**config.mk**
```make
export PLATFORM = sky130hd
export DESIGN_NAME = if_fetch
export DESIGN_NICKNAME = d
export VERILOG_FILES = /design/src/rtl/rv32i_types.sv /design/src/rtl/fetch_buffer.sv /design/src/rtl/if_fetch.sv
export SDC_FILE = /design/constraint.sdc
export NUM_CORES = 1
export LEC_CHECK = 0
export CORE_ASPECT_RATIO = 0.8
export CORE_UTILIZATION = 58
export CTS_CLUSTER_SIZE = 16
export DETAILED_ROUTE_END_ITERATION = 6
export GPL_TIMING_DRIVEN = 0
export HOLD_SLACK_MARGIN = 0.06
export PLACE_DENSITY = 0.86
export SYNTH_ARGS = -nofsm -noshare
export SYNTH_HDL_FRONTEND = slang
export SYNTH_HIERARCHICAL = 1
export SYNTH_SLANG_ARGS = --single-unit
```
**constraint.sdc**
```tcl
create_clock -name clk -period 6.4 [get_ports clk]
set_clock_uncertainty 0.2 [all_clocks]
set_input_delay 1.28 -clock clk [delete_from_list [all_inputs] [get_ports clk]]
set_output_delay 1.28 -clock clk [all_outputs]
set_load 0.005 [all_outputs]
```
**src/rtl/rv32i_types.sv**
```systemverilog
// Shared types for the instruction fetch slice: FSM encoding, queue entry
// layout and the reset fetch address.
package rv32i_types;

    localparam logic [31:0] DEFAULT_RESET_PC = 32'h0000_0060;

    typedef enum logic [1:0] {
        FETCH = 2'd0,
        STALL = 2'd1,
        FLUSH = 2'd2
    } fetch_state_t;

    typedef struct packed {
        logic [31:0] pc;
        logic [31:0] word;
    } fetch_entry_t;

    function automatic logic [31:0] align_pc(input logic [31:0] pc);
        return {pc[31:2], 2'b00};
    endfunction

endpackage

```
**src/rtl/fetch_buffer.sv**
```systemverilog
// Two-entry FIFO of fetched {pc, word} pairs; flush dominates push and pop,
// and push+pop in the same cycle is legal even when full.
module fetch_buffer
    import rv32i_types::*;
(
    input  logic        clk,
    input  logic        rst,
    input  logic        i_push,
    input  logic [31:0] i_pc,
    input  logic [31:0] i_word,
    input  logic        i_pop,
    input  logic        i_flush,
    output logic [1:0]  o_count,
    output logic [31:0] o_head_pc,
    output logic [31:0] o_head_word
);

    fetch_entry_t r_mem [2];
    logic         r_rd_ptr;
    logic         r_wr_ptr;
    logic [1:0]   r_count;
    logic         w_push;
    logic         w_pop;

    assign w_pop  = i_pop && (r_count != 2'd0);
    assign w_push = i_push && ((r_count != 2'd2) || w_pop);

    // Pointer and occupancy update; a flush empties the queue outright.
    always_ff @(posedge clk or negedge rst) begin
        if (!rst) begin
            r_rd_ptr <= 1'b0;
            r_wr_ptr <= 1'b0;
            r_count  <= 2'd0;
        end else if (i_flush) begin
            r_rd_ptr <= 1'b0;
            r_wr_ptr <= 1'b0;
            r_count  <= 2'd0;
        end else begin
            if (w_push) begin
                r_wr_ptr <= ~r_wr_ptr;
            end
            if (w_pop) begin
                r_rd_ptr <= ~r_rd_ptr;
            end
            r_count <= r_count + {1'b0, w_push} - {1'b0, w_pop};
        end
    end

    // Entry storage.
    always_ff @(posedge clk or negedge rst) begin
        if (!rst) begin
            r_mem[0] <= '0;
            r_mem[1] <= '0;
        end else if (w_push && !i_flush) begin
            r_mem[r_wr_ptr].pc   <= i_pc;
            r_mem[r_wr_ptr].word <= i_word;
        end
    end

    assign o_count     = r_count;
    assign o_head_pc   = r_mem[r_rd_ptr].pc;
    assign o_head_word = r_mem[r_rd_ptr].word;

endmodule

```
**src/rtl/if_fetch.sv**
```systemverilog
// Instruction fetch unit: owns the fetch PC, keeps at most one read in flight,
// queues returned words for decode and restarts fetch on a redirect.
module if_fetch
    import rv32i_types::*;
#(
    parameter logic [31:0] RESET_PC = DEFAULT_RESET_PC
) (
    input  logic        clk,
    input  logic        rst,
    output logic        imem_read,
    output logic [31:0] imem_address,
    input  logic        imem_resp,
    input  logic [31:0] imem_rdata,
    input  logic        redirect,
    input  logic [31:0] redirect_pc,
    output logic        instr_valid,
    input  logic        instr_ready,
    output logic [31:0] instr,
    output logic [31:0] instr_pc
);

    fetch_state_t r_state;
    fetch_state_t w_state_nxt;
    logic         r_active;
    logic [31:0]  r_fetch_pc;
    logic [31:0]  w_fetch_pc_nxt;
    logic [31:0]  r_hold_addr;
    logic [31:0]  w_hold_addr_nxt;
    logic         w_push;
    logic         w_pop;
    logic [1:0]   w_count;
    logic [2:0]   w_occ_after;
    logic [31:0]  w_head_pc;
    logic [31:0]  w_head_word;

    // r_active keeps the read request low until the first edge after reset.
    assign imem_read    = r_active && (r_state != STALL);
    assign imem_address = (r_state == FLUSH) ? r_hold_addr : r_fetch_pc;

    assign instr_valid = (w_count != 2'd0);
    assign instr       = instr_valid ? w_head_word : 32'h0000_0000;
    assign instr_pc    = instr_valid ? w_head_pc : 32'h0000_0000;

    assign w_push      = r_active && (r_state == FETCH) && imem_resp && !redirect;
    assign w_pop       = instr_valid && instr_ready && !redirect;
    assign w_occ_after = {1'b0, w_count} + {2'b00, w_push} - {2'b00, w_pop};

    fetch_buffer u_buffer (
        .clk         (clk),
        .rst         (rst),
        .i_push      (w_push),
        .i_pc        (r_fetch_pc),
        .i_word      (imem_rdata),
        .i_pop       (w_pop),
        .i_flush     (redirect),
        .o_count     (w_count),
        .o_head_pc   (w_head_pc),
        .o_head_word (w_head_word)
    );

    // State, fetch PC and held in-flight address registers.
    always_ff @(posedge clk or negedge rst) begin
        if (!rst) begin
            r_state     <= FETCH;
            r_active    <= 1'b0;
            r_fetch_pc  <= RESET_PC;
            r_hold_addr <= RESET_PC;
        end else begin
            r_state     <= w_state_nxt;
            r_active    <= 1'b1;
            r_fetch_pc  <= w_fetch_pc_nxt;
            r_hold_addr <= w_hold_addr_nxt;
        end
    end

    // Next-state logic; redirect outranks response, push and pop.
    always_comb begin
        w_state_nxt     = r_state;
        w_fetch_pc_nxt  = r_fetch_pc;
        w_hold_addr_nxt = r_hold_addr;
        if (redirect) begin
            w_fetch_pc_nxt = align_pc(redirect_pc);
            // The address of the abandoned request must stay on the bus until it completes.
            if (r_state == FETCH) begin
                w_hold_addr_nxt = r_fetch_pc;
            end else begin
                w_hold_addr_nxt = r_hold_addr;
            end
            if (imem_read && !imem_resp) begin
                w_state_nxt = FLUSH;
            end else begin
                w_state_nxt = FETCH;
            end
        end else begin
            case (r_state)
                FETCH: begin
                    if (w_push) begin
                        w_fetch_pc_nxt = r_fetch_pc + 32'd4;
                        if (w_occ_after < 3'd2) begin
                            w_state_nxt = FETCH;
                        end else begin
                            w_state_nxt = STALL;
                        end
                    end else begin
                        w_state_nxt = FETCH;
                    end
                end
                STALL: begin
                    if (w_occ_after < 3'd2) begin
                        w_state_nxt = FETCH;
                    end else begin
                        w_state_nxt = STALL;
                    end
                end
                FLUSH: begin
                    if (imem_resp) begin
                        w_state_nxt = FETCH;
                    end else begin
                        w_state_nxt = FLUSH;
                    end
                end
                default: begin
                    w_state_nxt = FETCH;
                end
            endcase
        end
    end

endmodule

```
==> metrics.md <==
| Metric | Value |
|---|---|
| Status | complete, no violations |
| Synth top area share | 0.4892 |
| Initial Util | 0.5921 |
| Critical-path maximum fanout | 10 |
| RSZ-0062 raised after global routing | no |
| Final Cycle Share | 0.7080 |
| Die width | ~150 µm |
| Top FF cell, synth | dfrtp_1 |
| Layout cells sized above 1 | 0.3170 |
| Vias in the first global route | roughly 7000 |
| Layout Utilization | 0.7489 |
| Row count | 42 |
| Die Y | ~120 µm |
| EDFF count, synth | 0 |
| Mapped Cells | 760 |
| Critical Path RT | about 5 ns |
| Clock-pin slew on the worst setup and hold paths | around 0.06 ns |
| Placed wire-length estimate | approximately 16 mm |
| Internal | roughly 2700 µW |
| CTS tree | yes |
| First-pass GRT wire length | approximately 37 mm |
| Sw frac | 0.2416 |
| Initial DRC count | 400 |
| Simple-gate share of the synthesized area | 0.1062 |
| Crit path kind | flip-flop to output pin |
| Mapped Area | around 10000 µm² |
| ANT nets after route | 0 |
| # setup viols final | 0 |
| VDD IR max | ~0.17 mV |
| Initial antenna violation count | 0 |
| GRT Util Overall | 0.2766 |
| Leak | around 0.0054 µW |
| Mux contribution to synthesized area | 0.3067 |
| Worst slack, placed | ~1.5 ns |
| IO Port Bufs | 162 |
| Cell area power density | about 280 nW/µm² |
| Hold Path Class | flip-flop to flip-flop |
| Sequential share of the synthesized area | 0.5000 |
| Top post-synthesis cells by area | dfrtp_1, mux2_2, mux2_4 |
| Total Nets Final | 1021 |
| Clock Power Share | 0.333 |
| Worst setup margin | about 1.9 ns |
| CP Data Arrival Time | 3.05 ns |
| Placed cell count | ~1100 |
| F_max | between 200 and 250 MHz |
| Sequential group share of total power | 0.460 |
| H-tree depth | 4 |
| Postcts setup bufs | 0 |
| Switching power | 847.0 µW |
| Asr flop ratio synth | 1.000 |
| Flops & latches, synth | 195 |
| Slew HR | 0.3897 |
| Syn_area_per_cell | about 13 µm² |
| Max Slew Vio Count | 0 |
| CP Capture Type | output pin |
| Slew @ Worst Pin | roughly 0.91 ns |
| Number of distinct library cells after synthesis | 40 |
| Core area | 16500 µm² |
| IO Pins | 167 |
| Final total power | approximately 3500 µW |
| Ant diodes | 0 |
| TritonRoute pass-1 iters | 5 |
| Commonest cells post-synth | mux2_2, dfrtp_1, and2_1 |
| Clock root buffer | clkbuf_16 |
| Via density | a little under 6 |
| Clk sinks | between 150 and 200 |
| Synth Area in XOR/XNOR | 0.01165 |
| Final std cells w/o fill | around 1200 |
| Post-synth top area cell | dfrtp_1 |
| Vias | 6818 |
| Die area | 17370 µm² |
| Count leader, synth | mux2_2 |
| Final wirelength | 23.05 mm |
| Final Hold Fails | 0 |
| Max Cap Viol | 0 |
| Largest family of logic cells by synthesized area | multiplexers |
| CTS hold repair buffers | 0 |
| Complex-gate fraction of the synthesized area | 0.03676 |
| Skew-Pair Late Insertion Delay | ~0.42 ns |
| Post-Synth Adder-Cell Area | 0.007172 |
| Routability cong. | between 0.8 and 0.9 |
| Overflow after GRT | 0 |
| Cts repair resizes | 0 |
| Startpoint types | flip-flop |
| Min Tclk post-route | between 4 and 5 ns |
| Deepest clock path buffer count | 2 |
| Per-cell routed wire length | 19.55 µm |
| Residual DRC | 0 |
| Largest net degree at the start of global routing | about 130 |
| Synth Warn # | 6 |
| Comb power frac | 0.207 |
| Inserted Clock Buffers | 17 |
| Area added between synthesis and finish | 26.50% |
==> placed cells by master, fill, tap and decap left out, types with 3 or more instances in the layout <==
cell type,n
mux2_2,199
dfrtp_1,191
clkdlybuf4s50_1,161
and2_1,65
mux2_4,49
clkbuf_1,34
nor2_1,26
nand2_1,24
o21ai_0,20
a31oi_1,20
or4_1,19
clkbuf_16,17
o31ai_1,15
inv_1,10
nand3_1,10
buf_2,9
nand4_1,9
xnor2_1,8
buf_6,7
conb_1,7
or3_1,5
xor2_1,5
bufinv_16,5
and4_1,4
ha_1,4
dfstp_2,4
nor3_1,3
==> power by group through the flow <==
stage | registers (µW) | clock network, µW | logic [µW]
3_3_place_gp | 1610 | 0 | 695
4_1_cts | 1610 | 1180 | 731
2_1_floorplan | 1580 | 0 | 469
6_report | 1610 | 1170 | 727
3_5_place_dp | 1630 | 0 | 723
5_1_grt | 1640 | 1230 | 786
==> worst max-delay path, cell delays in order, from the launching register on <==
cell	delay, ns
dfrtp_1	0.44
inv_1	0.07
nor2_1	0.62
clkbuf_1	0.62
mux2_2	0.42
clkdlybuf4s50_1	0.45
==> state kept, by name (all words and copies together) (netlist names) <==
name / count
r_state: 2
u_buffer/o_count: 2
u_buffer/r_wr_ptr: 1
r_fetch_pc: 30
u_buffer/r_mem: 128
r_hold_addr: 30
r_active: 1
u_buffer/r_rd_ptr: 1
==> cell type report <==
| class | count | area [µm²] |
|---|---|---|
| tap | 220 | 275.3 |
| multi-input combinational | 509 | 4603 |
| clock buffer | 22 | 464.2 |
| buffer | 49 | 255.2 |
| fill | 1129 | 4143 |
| sequential | 195 | 4885 |
| timing repair buffer | 163 | 1654 |
| clock inverter | 9 | 176.4 |
| inverter | 12 | 45.04 |
==> layer usage <==
layer / track usage / wire length (µm) / vias to the layer above
met4: 0.07281 / 351 / 0
met1: 0.4041 / 10660 / 3459
met5: 0 / 0 / -
met2: 0.4142 / 10600 / 256
li1: - / - / 3079
met3: 0.06589 / 1445 / 24
==> through the flow <==
stage	setup TNS [ns]	instance area [µm²]	hold WS [ns]
floorplan	0	9788	0.2735
global placement	-805.98	11690	0.2823
detailed placement	0	11720	0.2896
CTS	0	12360	0.3057
global route	0	12360	0.3200
finish	0	12360	0.3026
==> final timing paths <==
kind / startpoint / to / slack (ns) / depth (start not counted)
max: r_state[1] / imem_address[8] / 1.87 / 5
min: u_buffer/r_mem[1] / u_buffer/r_mem[1] / 0.30 / 1
max reg2reg: u_buffer/o_count[1] / u_buffer/r_mem[38] / 3.01 / 8
min reg2reg: u_buffer/r_mem[1] / u_buffer/r_mem[1] / 0.30 / 1
max in group asynchronous: rst / r_fetch_pc[9] / 4.38 / 2
min in group asynchronous: rst / u_buffer/r_mem[122] / 0.61 / 1
==> cells by family (layout without fill, tap and decap cells) <==
kind of cell / count (synthesis) / in the layout
adder cells (fa/ha/maj): 5 / 5
multiplexers: 250 / 250
AND/OR/NAND/NOR: 176 / 176
flip-flops: 195 / 195
XOR/XNOR: 13 / 13
buffers and inverters: 61 / 255
other: 2 / 7
AO/OA/AOI/OAI: 58 / 58
Power figures use the tool's default switching activity.
